File: config.mk
export PLATFORM = sky130hd
export DESIGN_NAME = pulse_sync_detect
export DESIGN_NICKNAME = d
export VERILOG_FILES = /design/src/rtl/pulse_sync_detect.sv
export SDC_FILE = /design/constraint.sdc
export NUM_CORES = 1
export LEC_CHECK = 0
export CAP_MARGIN = 15
export CORE_UTILIZATION = 47
export DETAILED_ROUTE_END_ITERATION = 7
export GPL_TIMING_DRIVEN = 1
export MAX_ROUTING_LAYER = met4
export PLACE_DENSITY = 0.72
export SLEW_MARGIN = 10
export SYNTH_ARGS = -nofsm -noshare
export SYNTH_HDL_FRONTEND = slang
export SYNTH_SLANG_ARGS = --single-unit
File: constraint.sdc
create_clock -name clk -period 2.2 [get_ports clk]
set_clock_uncertainty 0.2 [all_clocks]
set_input_delay 0.44 -clock clk [delete_from_list [all_inputs] [get_ports clk]]
set_output_delay 0.44 -clock clk [all_outputs]
set_load 0.05 [all_outputs]
File: src/rtl/pulse_sync_detect.sv
// Destination-side receiver for a stretched event level: synchronises it, turns each
// rising edge into a one-cycle pulse, and tracks pending/ack, event count and overrun.
module pulse_sync_detect #(
    parameter int SYNC_STAGES = 2,
    parameter int COUNT_W     = 8
) (
    input  logic               clk,
    input  logic               rst,
    input  logic               inp,
    input  logic               ack,
    input  logic               clr,
    output logic               q,
    output logic               pending,
    output logic               overrun,
    output logic [COUNT_W-1:0] count
);

    generate
        if (SYNC_STAGES < 2 || SYNC_STAGES > 4) begin : g_bad_stages
            $error("pulse_sync_detect: SYNC_STAGES must be in 2..4");
        end
    endgenerate

    typedef enum logic {
        IDLE = 1'b0,
        PEND = 1'b1
    } state_t;

    // sync_pipe[0] is the only flop that may go metastable; later stages resolve it
    logic [SYNC_STAGES-1:0] sync_pipe;
    logic                   sync_out;
    logic                   sync_d;
    logic                   evt;

    state_t                 state;
    state_t                 state_nxt;
    logic                   overrun_nxt;
    logic [COUNT_W-1:0]     count_nxt;

    always_ff @(posedge clk or posedge rst) begin
        if (rst) begin
            sync_pipe <= '0;
            sync_d    <= 1'b0;
            q         <= 1'b0;
        end else begin
            sync_pipe <= {sync_pipe[SYNC_STAGES-2:0], inp};
            sync_d    <= sync_out;
            q         <= evt;
        end
    end

    assign sync_out = sync_pipe[SYNC_STAGES-1];
    assign evt      = sync_out & ~sync_d;

    always_ff @(posedge clk or posedge rst) begin
        if (rst) begin
            state   <= IDLE;
            overrun <= 1'b0;
            count   <= '0;
        end else begin
            state   <= state_nxt;
            overrun <= overrun_nxt;
            count   <= count_nxt;
        end
    end

    always_comb begin
        state_nxt   = state;
        overrun_nxt = overrun;
        count_nxt   = count;

        case (state)
            IDLE: begin
                if (evt)
                    state_nxt = PEND;
            end
            PEND: begin
                // a fresh event that lands together with ack simply replaces the old one
                if (evt && !ack)
                    overrun_nxt = 1'b1;
                else if (ack && !evt)
                    state_nxt = IDLE;
            end
            default: state_nxt = IDLE;
        endcase

        if (evt && (count != {COUNT_W{1'b1}}))
            count_nxt = count + COUNT_W'(1);

        // clear wins over ack but still records an event arriving on the same edge
        if (clr) begin
            overrun_nxt = 1'b0;
            count_nxt   = evt ? COUNT_W'(1) : '0;
            state_nxt   = evt ? PEND : IDLE;
        end
    end

    assign pending = (state == PEND);

endmodule

# Word-level counts from Yosys, hierarchy flattened

Index checks and enable logic that the tools add are counted.
W data, S select, Z words.

Register bits after elaboration: 14
Input bits: 5
Output and inout bits: 11
Word-level logic and storage cells: 31

$add $sub $neg: 1
Equality and inequality tests: 1
Muxes and demuxes: 11
Bitwise logic cells: 3
Reductions and logical operators: 9

Operators by type and width:

| operator              | count |
|---|---|
| $mux W8               | 2 |
| $add A8 B1 Y8 const B | 1 |
| $mux W1               | 8 |
| $ne A8 B8 Y1 const B  | 1 |
| $reduce_bool A2 Y1    | 3 |
| $logic_and A1 B1 Y1   | 3 |
| $logic_not A1 Y1      | 2 |
| $not A1 Y1            | 2 |
| $pmux W1 S2           | 1 |
| $reduce_and A2 Y1     | 1 |
| $and A1 B1 Y1         | 1 |

# Longest topological paths before layout

Gate-level depths: netlist of the first run.

Depth after elaboration: 8
Gate-level depth with buffers: 5
Mapped depth without buffers: 4

# Worst setup path after synthesis of the first run

No wires, ideal clock.

Kind: reg-to-reg
From: register count[0]
To: register count[2]
Setup time: 0.125 ns
Arrival: 1.730 ns
Data required time: 1.875 ns
Slack: 0.145 ns
Stages on the path, launching flop included: 6
Path buffers: 1
Period minus slack after synthesis: 2.055 ns
Path through: dfrtp_1 -> ha_1 -> and4_1 -> buf_2 -> a21oi_1 -> mux2_2

Word-level cells in the longest chain between the ends: 3
Elaborated cells on any way between the ends: 6
Classes of those cells: add/sub: 1; eq/ne: 1; mux: 2; reduce/logical: 2

RTL lines:

| item                                           | line   | RTL |
|---|---|---|
| from (decl)                                    | 15     | `output logic [COUNT_W-1:0] count` |
| from (signal assigned)                         | 63     | `count <= count_nxt;` |
| $add A8 B1 Y8 or $ne A8 B8 Y1 (tied branches)  | 88, 87 |  |
| $mux W8 or $logic_and A1 B1 Y1 (tied branches) | 87     | `if (evt && (count != {COUNT_W{1'b1}}))` |
| $mux W8 or $reduce_bool A2 Y1 (tied branches)  | --     |  |

Several ways; a longest one is shown, not always the timed one. The select of a mux whose other input is x is not followed.
A chain may end at the register's enable or synchronous reset.

# Worst setup path in the final report of the first run

From: register count[4]
To: output count[4]

No word-level cell between the ends.

==> metrics.txt, run 1 <==
Worst-path clk slew 80 ps; number of synthesized flops with an enable pin 0; total CTS buffers 3; Worst Setup SP count[4]$_DFFE_PP0P_; type of the worst setup path reg2out; Compound-Gate Fraction of Synth Area 13.9%; Pwr per Cell Area 608 nW/µm²; CTS tree done; Setup TNS Final 0 ps; # IOs 16; actual slew at the worst max-slew pin 519 ps; pin count of the biggest net entering global routing 15; 1st-pass router iterations 4; final instance area 870 µm²; Clock Power Share 34.3%; Synth Area in Simple Gates 24.2%; Starting Density 51.2%; P_int 0.394 mW; WL/cell 13.1 µm; synth cell count leaders dfrtp_1, inv_1, nand2b_1; CP max-delay cell clkdlybuf4s50_1; Net Sw Frac 25.5%; worst r2r src count[0]$_DFFE_PP0P_; maximum VDD drop 0.000523 V; WP buf/inv 1; Seq/Total Area, Yosys 51.3%; Synth Area in Adders 1.83%; #FFs+latches synth 14; worst-path cell chain clkdlybuf4s50_1; DRT antenna net count 0; Worst R2R Setup Slack 360 ps; Syn Inst Count 64; RSZ-0062 raised after global routing false; WL final 1.24 mm; post-synthesis mux area share 3.11%; Clock Path Buffers 2; port bufs 15; Die Height 40.1 µm; post-synth top area share 51.3%; GR peak layer met2; Final period util 96.6%; sequential share of power 52.4%; vias per cell 5.53; synth unique cells 32; DP HPWL 926 µm; share of layout cells above drive strength 1 15.0%; minimum clock period 2120 ps; Cell Area, Placed 826 µm²; first-pass GRT wire length 1.90 mm; met1 Use GR 24.3%; RePlAce Congestion 0.765; setup violators final 0; run status finished clean; Total GRT Usage 19.3%; leading area contributor after synthesis dfrtp_1; routing usage on met3 8.33%; worst hold path class reg2reg; max-cap viol count 0; fin. max-slew vios 0; via count 525; Area Overhead vs Synth 27.3%; Final nets 87; count leader, synth dfrtp_1; Core Area 1330 µm²; number of buffers inserted by post-CTS setup repair 0; row count 13; Worst Reg2Reg Path Length in Cells 4; Syn Area/Cell 10.7 µm²; WP data arrival 1480 ps; Slew headroom 65.4%; vias in the first global route 433; root buffer cell clkbuf_4; DR DRC count 0; RR Endpoint count[2]$_DFFE_PP0P_; Worst setup EP type output port; share of total power in combinational logic 13.4%; clock latency on the worst-skew pair 280 ps; Mapped Area 683 µm²; hold worst-path end sync_pipe[1]$_DFF_PP0_; Hold Path Stages 0; Worst path top cell family by delay buffers and inverters; hold wc startpoint sync_pipe[0]$_DFF_PP0_; CP max stage delay 810 ps; Ys Warns 0; hold_buf cts 0; initial antenna violation count 0; largest family of logic cells by synthesized area simple AND/OR/NAND/NOR gates; Ant. Diodes 0; post-synthesis async set-or-reset flop share 100%; die footprint 1610 µm²; Sw Pwr 0.135 mW; Syn Nets 70; worst-path fanout max 4; WP data required 1560 ps; met2 usage 25.8%; TritonCTS Sinks 14; Leak 0.446 nW; initial drt markers 8; most common flop cell mapped by yosys dfrtp_1; H-tree levels 1; Hold Violations, Final 0; total gr overflow 0; width of the die 40.1 µm; Synth area leaders dfrtp_1, nand2b_1, nand4b_4, inv_1, and4_1; xor and xnor area share after synthesis 0%; Startpoint Class flop; Fmax achieved 471 MHz
[per-stage QoR]
stage	util, %	cells	hold slack, ps	setup slack [ps]	power (mW)
floorplan	-	64	129	145	0.328
global placement	61.9	91	135	320	0.352
detailed placement	61.9	91	141	316	0.354
CTS	64.6	95	162	1.93	0.537
global route	65.2	95	175	3.96	0.554
finish	65.2	95	158	75.5	0.528
[power by group through the flow]
stage / clock network (mW) / registers, mW / logic, mW
5_1_grt: 0.199 / 0.278 / 0.0761
3_3_place_gp: 0 / 0.281 / 0.0707
2_1_floorplan: 0 / 0.304 / 0.0242
4_1_cts: 0.189 / 0.277 / 0.0720
3_5_place_dp: 0 / 0.282 / 0.0719
6_report: 0.181 / 0.277 / 0.0706
[worst max path at each step]
stage	endpoint	slack (ps)	cells after the start
finish	count[4]	80	1
global route	count[4]	4	1
detailed placement	count[5]	320	1
floorplan	count[2]$_DFFE_PP0P_	150	5
CTS	count[5]	2	1
global placement	count[5]	320	1
[cells by family (layout without fill, tap and decap cells)]
| kind of cell | after synthesis | in the layout |
|---|---|---|
| DFF | 14 | 14 |
| AOI/OAI and AO/OA | 13 | 13 |
| muxes | 2 | 2 |
| and+or+nand+nor | 25 | 25 |
| adders and majority gates | 1 | 1 |
| buffers and inverters | 9 | 25 |
[metal layers]
layer	vias to the layer above	wire length [µm]	part of all wire [%]
met5	-	0	0
met4	0	19	1.5
met3	5	72	5.8
met2	16	534	43
met1	241	615	50
li1	263	-	-
[cells in the final DEF (no fill, tap or decap), types with 2 or more instances in the layout]
cell type	netlist	final
dlymetal6s2s_1	0	3
nor4_1	2	2
clkbuf_4	0	3
a21oi_1	2	2
dfrtp_1	14	14
o21ai_0	2	2
inv_1	6	6
and4_1	2	2
nand2_1	2	2
buf_4	1	4
nand2b_1	5	5
a211oi_1	2	2
nor2_1	3	3
clkdlybuf4s50_1	0	8
nor3_1	3	3
[final cells by class]
class | count | area [µm²]
fill | 113 | 464
sequential | 14 | 350
multi-input combinational | 41 | 294
timing repair buffer | 15 | 148
clock buffer | 4 | 36.3
inverter | 6 | 22.5
tap | 15 | 18.8
[worst reg2reg max path, delay by kind of cell, from the launching register on]
kind,cells,cell delay [ps]
AOI/OAI and AO/OA,1,190
adders and majority gates,1,290
and+or+nand+nor,1,270
DFF,1,460
muxes,1,340
[repair_timing]
action	in CTS	in global routing
resized for setup	0	3
hold endpoints to repair	0	0
setup endpoints to repair	0	3
[state kept, by name (all words and copies together), names as in the netlist]
register and flops:
overrun 1, pending 1, sync_d 1, count 8
sync_pipe 2, q 1
(Power assumes the default switching activity.)
==> inputs of run 2 (changes only) <==
--- a/config.mk
+++ b/config.mk
@@ -9,6 +9,7 @@
 export CORE_UTILIZATION = 47
 export DETAILED_ROUTE_END_ITERATION = 7
 export GPL_TIMING_DRIVEN = 1
+export HOLD_SLACK_MARGIN = 0.08
 export MAX_ROUTING_LAYER = met4
 export PLACE_DENSITY = 0.72
 export SLEW_MARGIN = 10
==> results of run 2 <==
The final DEF is identical to that of run 1; final timing and power are the same.
==> inputs of run 3 (changes only) <==
--- a/config.mk
+++ b/config.mk
@@ -8,7 +8,7 @@
 export CAP_MARGIN = 15
 export CORE_UTILIZATION = 47
 export DETAILED_ROUTE_END_ITERATION = 7
-export GPL_TIMING_DRIVEN = 1
+export GPL_TIMING_DRIVEN = 0
 export HOLD_SLACK_MARGIN = 0.08
 export MAX_ROUTING_LAYER = met4
 export PLACE_DENSITY = 0.72
==> run 3 against run 2 <==
Net effect:
- setup slack lost 12 ps
- sequential cell count is the same
- utilization grew 1.9 points
- via count grew 2.5%
- design area grew 2.9%
- first-iteration DRC count grew 100%
- critical endpoint unchanged
- clock-buffer cell count is the same
==> metrics.txt, run 3 (synthesized netlist as in run 1, its figures left out) <==
die footprint 1610 µm²; Fmax achieved 468 MHz; P_int 0.394 mW; total gr overflow 0; Worst-path clk slew 90 ps; root buffer cell clkbuf_4; type of the worst setup path reg2out; actual slew at the worst max-slew pin 534 ps; initial antenna violation count 0; port bufs 15; RSZ-0062 raised after global routing false; 1st-pass router iterations 4; final instance area 895 µm²; initial drt markers 16; clock latency on the worst-skew pair 280 ps; Hold Violations, Final 0; WP buf/inv 1; fin. max-slew vios 0; width of the die 40.1 µm; Starting Density 51.2%; met1 Use GR 27.0%; first-pass GRT wire length 1.95 mm; run status finished clean; met2 usage 27.8%; vias in the first global route 445; Final period util 97.1%; commonest non-fill, non-tap cell in the layout dfrtp_1; Slew headroom 64.3%; row count 13; CP max-delay cell clkdlybuf4s50_1; Hold Path Stages 0; Core Area 1330 µm²; WP data arrival 1500 ps; TritonCTS Sinks 14; max reg flops 8; Fillers 98; DR DRC count 0; routing usage on met3 3.33%; WL/cell 13.6 µm; WP data required 1560 ps; minimum clock period 2140 ps; GR peak layer met2; Setup TNS Final 0 ps; share of total power in combinational logic 13.2%; Reg with most FFs count; total CTS buffers 3; cell depth of the worst setup path 1; Clock Power Share 35.6%; vias per cell 5.49; Worst Reg2Reg Path Length in Cells 5; Ant. Diodes 0; # IOs 16; RePlAce Congestion 0.750; WL final 1.33 mm; worst-path cell chain clkdlybuf4s50_1; Startpoint Class flop; via count 538; Worst path top cell family by delay buffers and inverters; pin count of the biggest net entering global routing 15; Worst setup EP type output port; Total GRT Usage 19.0%; CP max stage delay 820 ps; CTS tree done; Net Sw Frac 27.2%; H-tree levels 1; Die Height 40.1 µm; Pwr per Cell Area 604 nW/µm²; maximum VDD drop 0.000301 V; worst-path fanout max 4; max-cap viol count 0; top flop regs count: 8 flops, sync_pipe: 2 flops; DRT antenna net count 0; hold_buf cts 0; setup violators final 0; share of layout cells above drive strength 1 12.0%; commonest non-fill, non-tap cells in the layout dfrtp_1, clkdlybuf4s50_1, inv_1; Cell Area, Placed 852 µm²; sequential share of power 51.2%; Final nets 90; Area Overhead vs Synth 31.0%; worst hold path class reg2reg; Leak 0.481 nW; Clock Path Buffers 2; Sw Pwr 0.147 mW; Tot Pwr 0.541 mW
-- run 3: changes by cell type in the layout (fill, tap and decap cells not counted), sizes merged --
cell          before  now
buf                4    2
clkbuf             4    5
dlygate4sd2        0    3
dlymetal6s2s       3    4
-- run 3: through the flow --
step           utilization, %  cells  hold slack, ps  worst slack, ps
6_report                 67.1     98             170             63.6
5_1_grt                  67.1     98             183             33.8
4_1_cts                  66.3     98             172             9.95
3_5_place_dp             63.9     94             152              277
3_3_place_gp             63.9     94             135              281
2_1_floorplan               -     64             129              145
-- run 3: path summary, 6_finish.rpt --
kind                                   startpoint                     end  slack (ps)
min in group asynchronous                     rst             q$_DFF_PP0_         290
setup / recovery             count[4]$_DFFE_PP0P_                count[4]          60
setup reg to reg             count[0]$_DFFE_PP0P_    count[2]$_DFFE_PP0P_         280
max in group asynchronous                     rst    count[3]$_DFFE_PP0P_        1160
hold / removal             sync_pipe[0]$_DFF_PP0_  sync_pipe[1]$_DFF_PP0_         170
hold reg to reg            sync_pipe[0]$_DFF_PP0_  sync_pipe[1]$_DFF_PP0_         170
-- run 3: final cells by class --
type / count / area (µm²) / share of cell area, %
plain buffers: 3 / 16.3 / 1.82
clock buffers: 4 / 36.3 / 4.06
inverters: 6 / 22.5 / 2.52
multi-input cells: 41 / 294 / 32.9
flip-flops and latches: 14 / 350 / 39.2
well taps: 15 / 18.8 / 2.10
repair buffers: 15 / 156 / 17.5
-- run 3: what timing repair did --
| item | 4_1_cts | 5_1_grt |
|---|---|---|
| resized for setup | 3 | 4 |
| setup buffers | 0 | 0 |
| setup endpoints to repair | 3 | 4 |
-- run 3: per-layer routing --
metal | vias to the layer above | part of all wire, %
li1 | 269 | -
met1 | 253 | 51
met2 | 14 | 44
met3 | 2 | 3.9
met4 | 0 | 0.90
met5 | - | 0
-- run 3: power by group through the flow --
stage / clock network (mW) / logic, mW / registers, mW
6_report: 0.193 / 0.0714 / 0.277
5_1_grt: 0.205 / 0.0769 / 0.279
4_1_cts: 0.188 / 0.0723 / 0.277
3_5_place_dp: 0 / 0.0745 / 0.282
3_3_place_gp: 0 / 0.0738 / 0.282
2_1_floorplan: 0 / 0.0242 / 0.304
